File: src/rtl/rv32i_trap_pkg.sv
// Shared types and constants for the RV32I machine-mode trap sequencer.
package rv32i_trap_pkg;

  typedef enum logic [2:0] {
    ST_IDLE     = 3'd0,
    ST_DRAIN    = 3'd1,
    ST_TRAP     = 3'd2,
    ST_MRET     = 3'd3,
    ST_REDIRECT = 3'd4
  } trap_state_e;

  localparam logic [3:0] IRQ_MEI_CODE        = 4'd11;
  localparam logic [3:0] IRQ_MTI_CODE        = 4'd7;
  localparam int         MSTATUS_MIE_BIT     = 3;
  localparam logic [1:0] MTVEC_MODE_DIRECT   = 2'b00;
  localparam logic [1:0] MTVEC_MODE_VECTORED = 2'b01;

endpackage

File: src/rtl/rv32i_irq_prio.sv
// Machine interrupt pending/priority decode: MEI wins over MTI, gated by mstatus.MIE.
module rv32i_irq_prio
  import rv32i_trap_pkg::*;
(
  input  logic [31:0] mstatus,
  input  logic [31:0] mie,
  input  logic [31:0] mip,
  output logic        irq_pend,
  output logic [3:0]  irq_code
);

  logic [31:0] w_act;
  logic        w_mei;
  logic        w_mti;
  logic        w_unused;

  assign w_act    = mie & mip;
  assign w_mei    = w_act[IRQ_MEI_CODE];
  assign w_mti    = w_act[IRQ_MTI_CODE];
  assign irq_pend = mstatus[MSTATUS_MIE_BIT] && (w_mei || w_mti);
  assign irq_code = w_mei ? IRQ_MEI_CODE : IRQ_MTI_CODE;

  // Only MIE and the two supported interrupt lines matter here.
  assign w_unused = &{1'b0, mstatus[31:4], mstatus[2:0], w_act[31:12], w_act[10:8], w_act[6:0]};

endmodule

File: src/rtl/rv32i_trap_ctrl.sv
// Trap/MRET sequencer between the RV32I pipeline and the M-mode CSR file.
module rv32i_trap_ctrl
  import rv32i_trap_pkg::*;
#(
  parameter logic [31:0] ADDR_MASK   = 32'h00FFFFFF,
  parameter bit          VECTORED_EN = 1'b1
) (
  input  logic        clk,
  input  logic        rst_n,
  input  logic        exc_valid,
  input  logic [3:0]  exc_cause,
  input  logic [31:0] exc_pc,
  input  logic [31:0] exc_tval,
  input  logic        mret_valid,
  input  logic [31:0] irq_pc,
  input  logic        pipe_idle,
  input  logic [31:0] mstatus,
  input  logic [31:0] mie,
  input  logic [31:0] mip,
  input  logic [31:0] mtvec,
  input  logic [31:0] mepc,
  output logic        exception_trigger,
  output logic [31:0] exception_cause,
  output logic [31:0] exception_pc,
  output logic [31:0] exception_value,
  output logic        mret_trigger,
  output logic        stall,
  output logic        flush,
  output logic        redirect_valid,
  output logic [31:0] redirect_pc,
  input  logic        redirect_ready,
  output logic        busy
);

  trap_state_e r_state;
  logic [31:0] r_cause;
  logic [31:0] r_pc;
  logic [31:0] r_val;
  logic [31:0] r_redir_pc;

  logic        w_irq_pend;
  logic [3:0]  w_irq_code;
  logic [31:0] w_base;
  logic        w_vec;
  logic [31:0] w_trap_tgt;

  rv32i_irq_prio u_prio (
    .mstatus  (mstatus),
    .mie      (mie),
    .mip      (mip),
    .irq_pend (w_irq_pend),
    .irq_code (w_irq_code)
  );

  // Vectoring applies only to interrupts; cause[31] marks an interrupt capture.
  assign w_base     = mtvec & ~32'h3;
  assign w_vec      = VECTORED_EN && (mtvec[1:0] == MTVEC_MODE_VECTORED) && r_cause[31];
  assign w_trap_tgt = (w_vec ? (w_base + {26'b0, r_cause[3:0], 2'b00}) : w_base) & ADDR_MASK;

  always_ff @(posedge clk or negedge rst_n) begin
    if (!rst_n) begin
      r_state    <= ST_IDLE;
      r_cause    <= '0;
      r_pc       <= '0;
      r_val      <= '0;
      r_redir_pc <= '0;
    end else begin
      case (r_state)
        ST_IDLE: begin
          if (exc_valid) begin
            r_cause <= {28'b0, exc_cause};
            r_pc    <= exc_pc & ADDR_MASK;
            r_val   <= exc_tval;
            r_state <= ST_TRAP;
          end else if (mret_valid) begin
            r_state <= ST_MRET;
          end else if (w_irq_pend) begin
            r_state <= ST_DRAIN;
          end
        end
        ST_DRAIN: begin
          if (exc_valid) begin
            r_cause <= {28'b0, exc_cause};
            r_pc    <= exc_pc & ADDR_MASK;
            r_val   <= exc_tval;
            r_state <= ST_TRAP;
          end else if (pipe_idle) begin
            if (w_irq_pend) begin
              r_cause <= {1'b1, 27'b0, w_irq_code};
              r_pc    <= irq_pc & ADDR_MASK;
              r_val   <= '0;
              r_state <= ST_TRAP;
            end else begin
              r_state <= ST_IDLE;
            end
          end
        end
        ST_TRAP: begin
          r_redir_pc <= w_trap_tgt;
          r_state    <= ST_REDIRECT;
        end
        ST_MRET: begin
          r_redir_pc <= mepc & ADDR_MASK;
          r_state    <= ST_REDIRECT;
        end
        ST_REDIRECT: begin
          if (redirect_ready) r_state <= ST_IDLE;
        end
        default: r_state <= ST_IDLE;
      endcase
    end
  end

  // Moore decode: everything below depends only on registered state.
  assign exception_trigger = (r_state == ST_TRAP);
  assign mret_trigger      = (r_state == ST_MRET);
  assign exception_cause   = exception_trigger ? r_cause : '0;
  assign exception_pc      = exception_trigger ? r_pc    : '0;
  assign exception_value   = exception_trigger ? r_val   : '0;
  assign flush             = exception_trigger || mret_trigger;
  assign redirect_valid    = (r_state == ST_REDIRECT);
  assign redirect_pc       = redirect_valid ? r_redir_pc : '0;
  assign stall             = (r_state != ST_IDLE);
  assign busy              = (r_state != ST_IDLE);

endmodule

File: config.mk
export PLATFORM = sky130hd
export DESIGN_NAME = rv32i_trap_ctrl
export DESIGN_NICKNAME = d
export VERILOG_FILES = /design/src/rtl/rv32i_trap_pkg.sv /design/src/rtl/rv32i_irq_prio.sv /design/src/rtl/rv32i_trap_ctrl.sv
export SDC_FILE = /design/constraint.sdc
export NUM_CORES = 1
export LEC_CHECK = 0
export CAP_MARGIN = 20
export CORE_AREA = 2 2 154 156
export DETAILED_ROUTE_END_ITERATION = 8
export DIE_AREA = 0 0 156 158
export GPL_TIMING_DRIVEN = 0
export HOLD_SLACK_MARGIN = 0.06
export PLACE_DENSITY = 0.63
export SETUP_SLACK_MARGIN = 0.05
export SLEW_MARGIN = 25
export SYNTH_ARGS = -nofsm -noshare
export SYNTH_HDL_FRONTEND = slang
export SYNTH_SLANG_ARGS = --single-unit
File: constraint.sdc
create_clock -name clk -period 5 [get_ports clk]
set_input_delay 0.5 -clock clk [delete_from_list [all_inputs] [get_ports clk]]
set_output_delay 0.5 -clock clk [all_outputs]
set_load 0.02 [all_outputs]
# Word level (Yosys, flattened, before mapping)
# Cells that the tools add are included.
# Widths: inputs -> output; s select.
# word_totals
output_inout_bits	134
regBits	131
wordCells	58
# op_classes
bitwise_logic	1
muxes	30
n_eq_ne	10
n_reduce_logical	11
n_addsub	1
# op_table
op	n
$mux 32	16
$pmux 32 s2	4
$add 24x6->24	1
$mux 24	1
$mux 3	6
$and 12x12->12	1
$pmux 3 s4	1
$eq 3x2->1 const B	2
$mux 4	1
$ne 4x3->1 const B	1
$reduce_and 4->1	1
$reduce_bool 2->1	2
$eq 3x1->1 const B	1
$eq 3x3->1 const B	1
$logic_not 3->1	1
$ne 3x2->1 const B	1
$ne 3x3->1 const B	1
$reduce_and 3->1	1
$reduce_bool 3->1	1
$eq 2x1->1 const B	1
$logic_and 1x1->1	2
$logic_or 1x1->1	2
$mux 2	1
$ne 2x1->1 const B	1
other kinds (2)	2

# Longest topological paths before layout
# logic_depth
word_depth	7
depth_mapped	7

# By module
# Synthesis repeated with hierarchy kept, for this count alone.
# hier_totals
cells_unflattened	563
hier_area_um2	5258.8
# modules_own_cells
module	cells_each	seq_area_each_um2	area_each_um2	instances
rv32i_trap_ctrl	556	2202.1	5215.0	1
rv32i_irq_prio	7	0.0	43.8	1

# Worst setup path before layout
# No wires, ideal clock.
# synth_path
path_type	reg-to-output
start	register r_state[1]
end	output redirect_pc[14]
t_required_ps	4500
arrival_ps	1505
slack_ps	2995
stages_incl_launch_ff	4
path_buffers	1
path_cell_list	dfrtp_1 -> nor3b_1 -> clkbuf_1 -> and2_1
# synth_between
elab_chain_len	2
# synth_rtl
element	line_no	source
from (decl)	rv32i_trap_ctrl.sv:35	trap_state_e r_state;
from (signal assigned)	rv32i_trap_ctrl.sv:62	r_state <= ST_IDLE;
from (signal assigned)	rv32i_trap_ctrl.sv:74	r_state <= ST_TRAP;
from (signal assigned)	rv32i_trap_ctrl.sv:76	r_state <= ST_MRET;
$eq 3x3->1	rv32i_trap_ctrl.sv:121	assign redirect_valid = (r_state == ST_REDIRECT);
named net redirect_valid	rv32i_trap_ctrl.sv:29	output logic redirect_valid,
$mux 32	rv32i_trap_ctrl.sv:122	assign redirect_pc = redirect_valid ? r_redir_pc : '0;
to (decl)	rv32i_trap_ctrl.sv:30	output logic [31:0] redirect_pc,
# The timed path passes the listed nets, and every way through them passes these cells.

# Worst setup path in the final report
# layout_path
start	register r_state[2]
end	output flush
# layout_between
elab_chain_len	2
word_cells_on_any_way	3
cone_classes	eq/ne: 2; reduce/logical: 1
# layout_rtl
element	line_no	source
$eq 3x2->1, on equally long branches	rv32i_trap_ctrl.sv:115, rv32i_trap_ctrl.sv:116	
$logic_or 1x1->1 (*)	rv32i_trap_ctrl.sv:120	assign flush = exception_trigger || mret_trigger;
to (decl)	rv32i_trap_ctrl.sv:28	output logic flush,
# Mark *: on every way between the ends. The rest lies on a longest branch, timed or not.

==> impl_metrics.env <==
export IMPL_finClkSkew_ns=0.00551
export IMPL_hold_violations=0
export IMPL_maxSlewViolCount=0
export IMPL_avgViaCountPerCell=4.36
export IMPL_period_share=0.649
export IMPL_yosysMostFrequentCell="dfrtp_1"
export IMPL_finalSetupViolations=0
export IMPL_start_kind="flip-flop"
export IMPL_drtPass1Iterations=4
export IMPL_first_global_vias=4935
export IMPL_rsz0062_at_grt="false"
export IMPL_power_leakage_uw=0.00374
export IMPL_drive_gt1_frac=0.0917
export IMPL_nets=1106
export IMPL_synth_cells=547
export IMPL_syn_area_um2=5080
export IMPL_synth_seq_cells=88
export IMPL_drc=0
export IMPL_core_area_um2=23100
export IMPL_seq_area_um2=2200
export IMPL_postSynth_asyncResetShare=1.00
export IMPL_stdcell_count=1130
export IMPL_netlist_area_leader_share=0.434
export IMPL_whs_path_depth=2
export IMPL_synth_area_top_cells="dfrtp_1, and3_1, buf_4"
export IMPL_yosysTopAreaCell="dfrtp_1"
export IMPL_min_path_type="flip-flop to flip-flop"
export IMPL_end_kind="output port"
export IMPL_power_uw=4050
export IMPL_r2r_cells=6
export IMPL_dpl_worst_slack_ns=2.02
export IMPL_setup_tns_ns=0
export IMPL_final_core_util=0.359
export IMPL_cts_buffer_depth=2
export IMPL_io_buffers=233
export IMPL_peakVddDrop_mv=0.160
export IMPL_timing_final_ws_setup_ns=1.76
export IMPL_ys_seq_area_frac=0.434
export IMPL_vias=4932
export IMPL_synth_edf_count=0
export IMPL_status="completed"
export IMPL_clockRootBuffer="clkbuf_16"
export IMPL_worst_ep_required_time_ns=4.50
export IMPL_cp_max_fo=10
export IMPL_io_pins=400
export IMPL_max_cap_violations=0
export IMPL_critical_path_class="flip-flop to output port"
export IMPL_cts_resized=0
export IMPL_routed_wl_um=19000
export IMPL_antenna_found_initial=0
export IMPL_antenna_cells=0
export IMPL_dieArea_um2=24600
export IMPL_grt_first_pass_wirelength_um=28500
export IMPL_netlist_top_cells_count="dfrtp_1, and3_1, buf_4"
export IMPL_cts_tree="done"
export IMPL_numCtsBuffers=9
export IMPL_fill_cells=2422
export IMPL_slew_headroom=0.439
export IMPL_period_needed_ns=3.24
export IMPL_synthDistinctLibCells=37
export IMPL_die_w_um=156
export IMPL_ant_nets=0
export IMPL_die_height_um=158
export IMPL_h_tree_depth=3
export IMPL_gp_congestion=0.805
export IMPL_max_freq_mhz=308
export IMPL_synth_avg_cell_area_um2=9.28
export IMPL_grt_max_degree=62
export IMPL_syn2layout_area_growth_pct=63.1
export IMPL_insertion_delay_ns=0.34
export IMPL_power_density_nw_per_um2=489
export IMPL_initial_core_util=0.220
export IMPL_drtIter0Drc=172
export IMPL_rows=56
export IMPL_clock_sinks=88
export IMPL_dp_cells=1113
export IMPL_hpwlAfterDp_um=15000
export IMPL_worst_pin_slew_ns=0.840
export IMPL_path_clk_slew_ns=0.07
export IMPL_grt_usage=0.154
export IMPL_grt_remaining_overflow=0
export IMPL_ys_warnings_count=0
export IMPL_synth_ff_type="dfrtp_1"
export IMPL_wire_per_inst_um=16.8
export IMPL_multiInputGateArea_um2=2490
export IMPL_crit_arrival_ns=2.74
==> path summary, 6_finish.rpt <==
kind                            start             end  slack [ns]
max                        r_state[2]           flush        1.76
min                          r_pc[13]        r_pc[13]        0.48
max reg2reg                r_cause[3]  r_redir_pc[23]        2.88
min reg2reg                  r_pc[13]        r_pc[13]        0.48
max in group asynchronous       rst_n      r_cause[3]        3.76
min in group asynchronous       rst_n   r_redir_pc[1]        0.61
==> layout make-up <==
| type | instances | area share |
|---|---|---|
| buffer | 84 | 0.0606 |
| clock buffer | 11 | 0.0305 |
| clock inverter | 5 | 0.00725 |
| inverter | 10 | 0.00453 |
| multi-input combinational | 407 | 0.301 |
| sequential | 88 | 0.266 |
| tap | 290 | 0.0438 |
| timing repair buffer | 235 | 0.286 |
==> placed cells by master (no fill, tap or decap), types with 2 or more instances in the layout <==
master             n
a21oi_1           30
nor3_1             2
dfrtp_1           88
xor2_1            17
inv_6              2
a21o_1             4
nor2_1            26
nor3b_1            2
clkdlybuf4s50_1  232
o22ai_1           13
a22o_1            33
nand3_1            9
buf_4             47
o21ai_0           33
clkbuf_8           2
clkbuf_16          9
o21ai_1            3
ha_1               4
inv_1              8
buf_2              8
mux2i_1           27
nand2_1           43
conb_1            43
and3_1            67
nand2b_1           2
o21a_1             2
clkinv_1           2
and2_1            26
xnor2_1            2
nand4_1            9
clkbuf_1          29
==> worst max-delay path, cell delays in order (launching register included) <==
cell and delay [ns]:
dfrtp_1 0.41, nand2b_1 0.19, clkinv_1 0.25, clkbuf_1 0.53
buf_2 0.36, clkdlybuf4s50_1 0.65
==> power breakdown <==
| group | leakage, uW | switching, uW | internal, uW |
|---|---|---|---|
| logic | 0.00251 | 1150 | 934 |
| clock network | 0.000153 | 303 | 418 |
| registers | 0.00108 | 192 | 1060 |
| total | 0.00374 | 1640 | 2410 |
==> what timing repair did <==
action | CTS | global route
hold buffers | 1 | 0
setup buffers | 0 | 0
hold endpoints to repair | 27 | 0
==> per-stage QoR <==
stage,hold slack (ns),cell area [um^2]
final,0.475,8280
after global routing,0.509,8280
after CTS,0.477,8280
after detailed placement,0.397,7960
after global placement,0.444,7930
after floorplan,0.204,5230
==> sequential cells by signal, summed over array words and instances (netlist names) <==
register    flops
r_pc           24
r_val          32
r_redir_pc     24
r_cause         5
r_state         3
==> routing by layer <==
metal  global-route usage  vias to the layer above  part of all wire
li1                     -                     2413                 -
met1                0.187                     2308              0.43
met2                0.268                      204              0.48
met3               0.0476                        7             0.082
met4               0.0345                        0            0.0060
met5                    0                        -                 0
==> kinds of logic (layout without fill, tap and decap cells) <==
logic type,count (synthesis),after routing,share of synthesized area
other,1,43,0.000739
XOR/XNOR,19,19,0.0328
multiplexers,27,27,0.0532
flip-flops,88,88,0.434
AO/OA/AOI/OAI,122,122,0.154
AND/OR/NAND/NOR,191,191,0.206
adder cells (fa/ha/maj),5,5,0.0138
buffers and inverters,94,345,0.106
(Power assumes the default switching activity.)
